## src/rtl/shift_pkg.sv

```systemverilog
// Shared definitions for the shift-register family: mode field type and encodings.
package shift_pkg;

  typedef logic [1:0] shift_mode_t;

  localparam shift_mode_t MODE_HOLD = 2'b00;
  localparam shift_mode_t MODE_SHR  = 2'b01;
  localparam shift_mode_t MODE_SHL  = 2'b10;
  localparam shift_mode_t MODE_LOAD = 2'b11;

endpackage

```

## src/rtl/shift_frame_cnt.sv

```systemverilog
// Modulo-N step counter with synchronous clear and a registered wrap pulse,
// asserted in the cycle after the N-th counted step.
module shift_frame_cnt #(
  parameter int N = 8,
  localparam int CW = (N > 1) ? $clog2(N) : 1
) (
  input  logic clk,
  input  logic rst,
  input  logic clr,
  input  logic step,
  output logic wrap
);

  logic [CW-1:0] cnt_p1;
  logic          last;

  assign last = (cnt_p1 == CW'(N - 1));

  always_ff @(posedge clk) begin
    if (rst) begin
      cnt_p1 <= '0;
      wrap   <= 1'b0;
    end else begin
      wrap <= step && last;
      if (clr) begin
        cnt_p1 <= '0;
      end else if (step) begin
        cnt_p1 <= last ? '0 : cnt_p1 + 1'b1;
      end
    end
  end

endmodule

```

## src/rtl/shift_reg_univ.sv

```systemverilog
// Parametrised universal shift register: hold, shift right/left with optional
// rotate, parallel load, registered serial outputs and a frame-complete pulse.
module shift_reg_univ
  import shift_pkg::*;
#(
  parameter int               WIDTH   = 8,
  parameter int               LANE_W  = 1,
  parameter logic [WIDTH-1:0] RST_VAL = '0
) (
  input  logic              clk,
  input  logic              rst,
  input  logic              en,
  input  shift_mode_t       mode,
  input  logic              rot,
  input  logic [LANE_W-1:0] si_r,
  input  logic [LANE_W-1:0] si_l,
  input  logic [WIDTH-1:0]  pdata,
  output logic [WIDTH-1:0]  q,
  output logic [LANE_W-1:0] so_r,
  output logic [LANE_W-1:0] so_l,
  output logic              frame_done
);

  localparam int N = WIDTH / LANE_W;

  if ((WIDTH % LANE_W) != 0 || LANE_W >= WIDTH || LANE_W < 1) begin : g_bad_params
    $fatal(1, "shift_reg_univ: WIDTH must be a multiple of LANE_W and 1 <= LANE_W < WIDTH");
  end

  logic [WIDTH-1:0]  q_p1;
  logic [LANE_W-1:0] so_r_p1;
  logic [LANE_W-1:0] so_l_p1;
  logic [LANE_W-1:0] lsb_lane;
  logic [LANE_W-1:0] msb_lane;
  logic [LANE_W-1:0] in_r;
  logic [LANE_W-1:0] in_l;
  logic              do_shift;
  logic              do_load;

  assign lsb_lane = q_p1[LANE_W-1:0];
  assign msb_lane = q_p1[WIDTH-1:WIDTH-LANE_W];
  assign in_r     = rot ? lsb_lane : si_r;
  assign in_l     = rot ? msb_lane : si_l;
  assign do_shift = en && (mode == MODE_SHR || mode == MODE_SHL);
  assign do_load  = en && (mode == MODE_LOAD);

  // Stage p1: register contents and exited lanes
  always_ff @(posedge clk) begin
    if (rst) begin
      q_p1    <= RST_VAL;
      so_r_p1 <= '0;
      so_l_p1 <= '0;
    end else if (en) begin
      case (mode)
        MODE_SHR: begin
          q_p1    <= {in_r, q_p1[WIDTH-1:LANE_W]};
          so_r_p1 <= lsb_lane;
        end
        MODE_SHL: begin
          q_p1    <= {q_p1[WIDTH-LANE_W-1:0], in_l};
          so_l_p1 <= msb_lane;
        end
        MODE_LOAD: q_p1 <= pdata;
        default: ;
      endcase
    end
  end

  shift_frame_cnt #(.N(N)) u_frame_cnt (
    .clk  (clk),
    .rst  (rst),
    .clr  (do_load),
    .step (do_shift),
    .wrap (frame_done)
  );

  assign q    = q_p1;
  assign so_r = so_r_p1;
  assign so_l = so_l_p1;

endmodule

```

## config.mk

```make
export PLATFORM = sky130hd
export DESIGN_NAME = shift_reg_univ
export DESIGN_NICKNAME = d
export VERILOG_FILES = /design/src/rtl/shift_pkg.sv /design/src/rtl/shift_frame_cnt.sv /design/src/rtl/shift_reg_univ.sv
export SDC_FILE = /design/constraint.sdc
export NUM_CORES = 1
export LEC_CHECK = 0
export ABC_AREA = 1
export BUFFER_PORTS_ARGS = -buffer_cell sky130_fd_sc_hd__buf_2
export CAP_MARGIN = 20
export CELL_PAD_IN_SITES_DETAIL_PLACEMENT = 0
export CELL_PAD_IN_SITES_GLOBAL_PLACEMENT = 1
export CORE_UTILIZATION = 34
export CTS_CLUSTER_DIAMETER = 40
export CTS_CLUSTER_SIZE = 40
export DETAILED_ROUTE_END_ITERATION = 8
export PLACE_DENSITY = 0.81
export SLEW_MARGIN = 20
export SYNTH_ARGS = -nofsm -noshare
export SYNTH_HDL_FRONTEND = slang
export SYNTH_SLANG_ARGS = --single-unit
```

## constraint.sdc

```tcl
create_clock -name clk -period 1.4 [get_ports clk]
set_input_delay 0.28 -clock clk [delete_from_list [all_inputs] [get_ports clk]]
set_output_delay 0.28 -clock clk [all_outputs]
set_load 0.01 [all_outputs]
```

==> summary.txt, run 1 <==
Maximum buffer depth of the clock tree: 2
Slew Viols, Final: 0
Critical path buffers and inverters: 1
Post-synthesis register bit count: 14
Total GRT Usage: 17.22%
Layout Nets: 177
Initial Util: 37.36%
Worst relative slew slack: 70.80%
Total of max-cap violations: 0
H-tree depth: 1
Core Util, Final: 44.55%
Post-synth ARST share: 0%
Worst Hold Class: input pin to register
Crit-path leading delay family: flip-flops
Peak supply drop: 0.0004703 V
Vias in the first global route: 822
CTS buffer count: 3
Ports: 27
Setup Crit Path Kind: register to output port
CTS tree: yes
RePlAce Congestion: 0.7394
Die span in y: 52.25 um
CP cell instances: buf_2
Clock root buffer: clkbuf_4
CP required: 1120 ps
Clock transition at the registers of the reported paths: 100 ps
Slowest stage cell, crit path: dfxtp_1
Status: finished, final reports clean
Layout fillers: 260
Top FF cell, synth: dfxtp_1
Area delta synth->final: 19.24%
Crit-path max cell delay: 420 ps
Cell with the most instances after synthesis: nand2_1
GR Overflow Total: 0
Yosys warning count: 0
Setup TNS: 0 ps
F_max: 865.5 MHz
Crit path DAT: 880 ps
Synth area leaders: dfxtp_1 33%, nand2_1 16%, nor2_1 11%
CTS Sinks: 14
Fin cells: 182
Dpl cells: 178
Synth cell count leaders: 37 x nand2_1, 26 x nor2_1, 14 x dfxtp_1
DIE AREA: 2730 um2
Unrepaired setup endpoints after global routing: false
Post-Place Worst Slack: 61.94 ps
First-pass GRT wire length: 3.450 mm
Final Cycle Share: 82.53%
Syn avg cell area: 6.758 um2
Syn nets: 149
Post-CTS setup buffer count: 0
Largest net degree at the start of global routing: 15
Post-DP HPWL: 1.428 mm
Cell count after synthesis: 127
Cell area after synthesis: 858.3 um2
Share of the synthesized area in the top cell type: 32.65%
Horiz. Die Dim: 52.25 um
Clk_lat worst skew: 290 ps
Sequential share of the synthesized area: 32.65%
Remaining DRCs: 0
Final instance area: 1023 um2
Crit end category: output port
Final Skew: 2.984 ps
Dpl cell area: 987.2 um2
Fin crit period: 1155 ps
Via-to-Cell Ratio: 4.555
Min setup slack post-route: 244.6 ps
Cell Rows: 17
Hold_buf cts: 0
Cell variety after synth: 20
PD cells: 916.2 nW/um2
Fin. Hold Viols: 0
Routed Wire Length: 1.927 mm
Drt first pass iters: 5
Diodes inserted: 0
Port bufs: 26
Setup violations, final: 0
CP Max Fanout: 5
Layout cell share with drive strength beyond 1: 25.32%
Post-DRT Antenna Nets: 0
DRT iter0 DRCs: 9
Yosys top cell by area: dfxtp_1
Initial antenna violation count: 0
Avg WL per Cell: 10.59 um
Count of cells resized by post-cts repair: 0
CORE AREA: 2297 um2
Vias post-DR: 829
Type of origin of the critical path: register
LEAKAGE: 0.5258 nW
Worst-margin pin slew: 437.9 ps
Post-synth EDFFs: 0
## layout make-up
type | count | area [um2] | area share (%)
multi-input combinational | 94 | 475.5 | 46.45
clock buffer | 4 | 36.28 | 3.545
sequential | 14 | 280.3 | 27.38
inverter | 15 | 58.81 | 5.746
tap | 28 | 35.03 | 3.423
timing repair buffer | 27 | 137.6 | 13.45
## power by group
group / switching [W] / total, W / internal, W
Combinational: 0.000112 / 0.000187 / 0.0000758
Clock: 0.000150 / 0.000308 / 0.000158
Sequential: 0.0000221 / 0.000442 / 0.000420
Total: 0.000283 / 0.000938 / 0.000655
## cell usage in the layout, fill, tap and decap left out, types with 2 or more instances in the layout
cell type	netlist	routed
inv_1	13	13
ha_1	6	6
a21oi_1	5	5
nand2_1	37	37
nand3_1	6	6
nand3_2	2	2
buf_2	1	26
dfxtp_1	14	14
nor2_1	26	26
o21ai_1	7	7
clkbuf_4	0	3
## per-stage QoR
step	total power [W]	hold WS (ps)
floorplan	0.0005817	349.1
global route	0.001002	164.1
global placement	0.0006381	444.2
detailed placement	0.0006409	452.2
CTS	0.0009537	157.5
finish	0.0009377	164.8
## logic make-up after synthesis
group	synth area share, %
AND/OR/NAND/NOR	37.03
buffers and inverters	11.95
AO/OA/AOI/OAI	9.620
flip-flops	32.65
adder cells (fa/ha/maj)	8.746
## metal layers
| metal | track usage, % | wire, um | share of wire [%] |
|---|---|---|---|
| met1 | 19.96 | 953 | 49 |
| met2 | 30.34 | 864 | 45 |
| met3 | 5.217 | 99 | 5.1 |
| met4 | 4.825 | 9 | 0.47 |
| met5 | 0 | 0 | 0 |
## final timing paths
kind                         start                     to  cells after the start  slack, ps
max                           q[0]                   q[0]                      1        240
min                            rst                   so_r                      2        160
max reg2reg  u_frame_cnt.cnt_p1[0]  u_frame_cnt.cnt_p1[0]                      5        360
min reg2reg                   so_r                   so_r                      2        460
## state kept, by name (all words and copies together), names as in the netlist
| name | flops |
|---|---|
| u_frame_cnt.cnt_p1 | 3 |
| u_frame_cnt.wrap | 1 |
| so_r | 1 |
| so_l | 1 |
| q | 8 |
Power figures use the tool's default switching activity.
==> inputs of run 2 (changes only) <==
clock period = 1.1 ns   (was 1.4 ns; I/O delays follow)
==> run 2 against run 1 <==
  * Clock power is 7.5% lower
  * Sequential share of layout area decreased by 1.3 points
  * Final area up 6.4%
  * Critical endpoint is now q[1]
  * Largest cell class unchanged
  * Highest routed layer unchanged
==> summary.txt, run 2 (synthesis gave the netlist of run 1 again) <==
Total GRT Usage: 15.24%
Layout Nets: 182
Area delta synth->final: 26.82%
CTS Sinks: 14
Vias in the first global route: 717
Logic pwr share: 23.2%
Fin crit period: 1039 ps
PD cells: 1018 nW/um2
Die span in y: 52.25 um
Total net switching power: 0.0003310 W
Post-Place Worst Slack: -146.6 ps
Vias post-DR: 825
Post-CTS setup buffer count: 0
DIE AREA: 2730 um2
Clk_lat worst skew: 280 ps
CP cell instances: buf_2
Setup Crit Path Kind: register to output port
Commonest non-fill, non-tap cell in the layout: nand2_1
Largest register FFs: 8
Setup violations, final: 0
RePlAce Congestion: 0.7235
Worst-margin pin slew: 314.7 ps
Hold Path End: so_l
Remaining DRCs: 0
CORE AREA: 2297 um2
Hold Startpoint: rst
Initial antenna violation count: 0
Clock transition at the registers of the reported paths: 80 ps
Crit-path max cell delay: 390 ps
Worst Hold Class: input pin to register
Port bufs: 26
Crit path DAT: 820 ps
Fin. Hold Viols: 0
Post-DRT Antenna Nets: 0
Slew Viols, Final: 0
R2R Path End: u_frame_cnt.cnt_p1[2]
GR Overflow Total: 0
CP required: 880 ps
H-tree depth: 1
Status: finished, final reports clean
Min setup slack post-route: 60.86 ps
Clock root buffer: clkbuf_4
Most frequent cells in the layout: 36 x nand2_1, 26 x nor2_1, 26 x buf_2
Largest net degree at the start of global routing: 15
Final Cycle Share: 94.47%
Tot Pwr: 0.001109 W
Crit end category: output port
First-pass GRT wire length: 2.980 mm
Cells on Worst Hold Path: 2
Cell Rows: 17
Layout cell share with drive strength beyond 1: 32.28%
Switching Share: 29.86%
Power share of the clock group: 25.7%
Slowest stage cell, crit path: dfxtp_1
Ports: 27
Peak supply drop: 0.0005475 V
P_int: 0.0007776 W
CP Max Fanout: 4
Initial Util: 37.36%
Via-to-Cell Ratio: 4.435
DRT iter0 DRCs: 4
Final hold slack: 123.3 ps
R2R cell count: 4
Total of max-cap violations: 0
Crit-path leading delay family: flip-flops
Critical path buffers and inverters: 1
CTS tree: yes
LEAKAGE: 0.5431 nW
Layout fillers: 252
F_max: 962.3 MHz
Avg WL per Cell: 9.742 um
Post-DP HPWL: 1.379 mm
Reg2reg setup slack: 80 ps
Worst relative slew slack: 78.99%
Worst R2R Start: u_frame_cnt.cnt_p1[0]
Drt first pass iters: 3
Sequential Power Share: 51.1%
CTS buffer count: 3
Routed Wire Length: 1.812 mm
Final Skew: 3.935 ps
Type of origin of the critical path: register
Maximum buffer depth of the clock tree: 2
Horiz. Die Dim: 52.25 um
Unrepaired setup endpoints after global routing: false
Diodes inserted: 0
==> run 2: layer usage <==
metal  wire length [um]  GRT usage, %  vias up  share of wire (%)
met5                  0             0        -                  0
met2                831         23.72       21                 46
met1                868         19.50      345                 48
met3                102         5.217        2                5.6
li1                   -             -      457                  -
met4                  9         5.263        0               0.50
==> run 2: power by group through the flow <==
stage	clock, W	sequential, W	combinational, W
final	0.000285	0.000566	0.000258
after global routing	0.000318	0.000571	0.000294
after CTS	0.000306	0.000566	0.000257
after detailed placement	0	0.000576	0.000256
after global placement	0	0.000576	0.000254
after floorplan	0	0.000581	0.000160
==> run 2: area by class of cell <==
class,instances,area (um2),share of cell area [%]
Clock buffer,3,22.52,2.069
Inverter,15,58.81,5.402
Multi-Input combinational cell,94,500.5,45.98
Sequential cell,14,284.0,26.09
Tap cell,28,35.03,3.218
Timing Repair Buffer,32,187.7,17.24
==> run 2: how the worst max path moves through the flow <==
| stage | start | endpoint | cells after the start |
|---|---|---|---|
| final | q[1] | q[1] | 1 |
| after global routing | q[1] | q[1] | 1 |
| after CTS | q[1] | q[1] | 1 |
| after detailed placement | mode[0] | q[5] | 7 |
| after global placement | mode[0] | q[3] | 7 |
| after floorplan | mode[0] | q[1] | 7 |
==> run 2: timing repair <==
item	in CTS	in global routing
endpoints found under the setup margin	2	2
hold buffers	0	0
pin swaps	0	2
resized for setup	2	7
==> run 2: per-stage QoR <==
stage                     instances  util, %  setup TNS (ps)  cell area, um2
after CTS                       186    46.24               0            1062
after floorplan                 127        -               0           858.3
after global placement          183    45.15           -1071            1037
final                           186    47.39               0            1089
after detailed placement        183    45.15           -1277            1037
after global routing            186    47.39               0            1089
==> inputs of run 3 (changes only) <==
ABC_AREA = 0   (was 1)
PLACE_DENSITY = 0.8   (was 0.81)
==> run 3 against run 2 <==
  * Sequential cell count unchanged
  * Wire length is 2.4% lower
  * Non-clock buffer count increased by 4
  * Synthesized area decreased by 14%
  * Critical endpoint unchanged
  * Via count is 12% lower
  * Core utilization rose by 3.4 points
  * Sequential share of layout area rose by 2.0 points
  * Final area decreased by 6.6%
  * Combinational power decreased by 5%
  * Cell count is 24% lower
  * Largest power group unchanged
==> summary.txt, run 3 <==
Status: finished, final reports clean
Die span in y: 48.68 um
Yosys top cell by area: dfxtp_1
CTS tree: yes
GR Overflow Total: 0
Unrepaired setup endpoints after global routing: false
Final instance area: 1017 um2
Post-synthesis register bit count: 14
RePlAce Congestion: 0.7283
DIE AREA: 2369 um2
Vias post-DR: 726
Sequential share of the synthesized area: 37.84%
Synth area leaders: dfxtp_1 38%, a22oi_1 11%, ha_1 10%
Maximum buffer depth of the clock tree: 2
Slowest stage cell, crit path: dfxtp_1
Top FF cell, synth: dfxtp_1
Final Skew: 6.357 ps
Remaining DRCs: 0
Port bufs: 26
Peak supply drop: 0.0003714 V
Crit-path leading delay family: flip-flops
Diodes inserted: 0
Layout Nets: 139
Syn nets: 103
Initial antenna violation count: 0
Ports: 27
Total of max-cap violations: 0
Most frequent cells in the layout: 25 x buf_2, 12 x nand2_1
Post-synth EDFFs: 0
Commonest non-fill, non-tap cell in the layout: buf_2
First-pass GRT wire length: 3.125 mm
Largest register FFs: 8
Syn avg cell area: 9.145 um2
Drt first pass iters: 4
CTS Sinks: 14
Clock root buffer: clkbuf_4
CP required: 880 ps
Post-DP HPWL: 1.326 mm
Clk_lat worst skew: 270 ps
DRT iter0 DRCs: 17
Via-to-Cell Ratio: 5.113
F_max: 953.6 MHz
Setup violations, final: 0
Final Cycle Share: 95.34%
CORE AREA: 2002 um2
Fin crit period: 1049 ps
Initial Util: 37.00%
Worst relative slew slack: 81.96%
Cell area after synthesis: 740.7 um2
Synth cell count leaders: 14 x dfxtp_1, 12 x nand2_1, 11 x a22oi_1, 11 x nor2_1
Cell variety after synth: 21
Cell Rows: 16
Layout cell share with drive strength beyond 1: 48.70%
Share of the synthesized area in the top cell type: 37.84%
Yosys warning count: 0
Cell count after synthesis: 81
H-tree depth: 1
Setup Crit Path Kind: register to output port
Setup TNS: 0 ps
Worst-margin pin slew: 270.6 ps
Avg WL per Cell: 12.46 um
Dpl cell area: 952.2 um2
Worst Hold Class: input pin to register
Horiz. Die Dim: 48.68 um
Total GRT Usage: 16.88%
Largest net degree at the start of global routing: 16
CTS buffer count: 3
Type of origin of the critical path: register
Routed Wire Length: 1.769 mm
CP cell instances: buf_2
PD cells: 1081 nW/um2
Clock transition at the registers of the reported paths: 80 ps
Post-synth ARST share: 0%
CP Max Fanout: 4
Fin. Hold Viols: 0
Critical path buffers and inverters: 1
Vias in the first global route: 723
Area delta synth->final: 37.33%
Post-DRT Antenna Nets: 0
Crit path DAT: 830 ps
LEAKAGE: 0.4436 nW
Slew Viols, Final: 0
Cell with the most instances after synthesis: dfxtp_1
Crit end category: output port
Crit-path max cell delay: 400 ps
## run 3: cell count changes after synthesis, moves of 3 or more
cell | before | now
a311oi_1 | 0 | 6
o21ai_1 | 7 | 0
nor2_1 | 26 | 11
nand2_1 | 37 | 12
a21oi_1 | 5 | 2
a22oi_1 | 0 | 11
nand3_1 | 6 | 2
inv_1 | 13 | 2
## run 3: final timing paths
| path | startpoint | to | slack (ps) | depth (start not counted) |
|---|---|---|---|---|
| hold / removal | rst | u_frame_cnt.cnt_p1[0] | 290 | 2 |
| hold reg to reg | so_l | so_l | 450 | 2 |
| setup / recovery | q[1] | q[1] | 50 | 1 |
| setup reg to reg | u_frame_cnt.cnt_p1[0] | u_frame_cnt.cnt_p1[2] | 80 | 4 |
## run 3: logic make-up (layout without fill, tap and decap cells)
kind of cell / after synthesis / in the layout / synth area share (%)
simple gates: 30 / 30 / 18.24
compound gates: 22 / 22 / 24.32
flops: 14 / 14 / 37.84
buf+inv: 7 / 41 / 6.418
fa+ha+maj: 6 / 6 / 10.13
mux: 2 / 2 / 3.040
## run 3: power by group
group / total, W / internal [W] / switching (W)
clock: 0.000285 / 0.000127 / 0.000159
sequential: 0.000568 / 0.000536 / 0.0000318
combinational: 0.000246 / 0.000122 / 0.000124
total: 0.00110 / 0.000785 / 0.000315
## run 3: per-layer routing
layer	global-route usage, %	routed length (um)	up-vias
li1	-	-	366
met1	21.50	841	331
met2	24.77	784	27
met3	5.031	120	2
met4	10.29	22	0
met5	0	0	-
## run 3: what timing repair did
item                                    4_1_cts  5_1_grt
setup buffers                                 0        0
endpoints found under the hold margin         0        0
resized for setup                             7        5
endpoints found under the setup margin        2        8
pin swaps                                     2        0
hold buffers                                  0        0
## run 3: area by class of cell
type                    instances  area, um2
multi-input cells              60      456.7
repair buffers                 36      211.5
inverters                       2      7.507
flip-flops and latches         14      285.3
clock buffers                   3      22.52
well taps                      27      33.78
fillers                       202      984.7
## run 3: metrics by stage
step / utilization (%) / total power [W] / setup slack [ps] / hold WS (ps) / instances
global placement: 47.56 / 0.0008076 / -194.9 / 440.4 / 140
CTS: 50.13 / 0.001098 / 8.496 / 284.7 / 143
global route: 50.81 / 0.001168 / 1.035 / 284.9 / 142
detailed placement: 47.56 / 0.0008142 / -283.0 / 447.0 / 140
floorplan: - / 0.0007101 / -11.25 / 292.1 / 81
finish: 50.81 / 0.001100 / 51.31 / 289.3 / 142
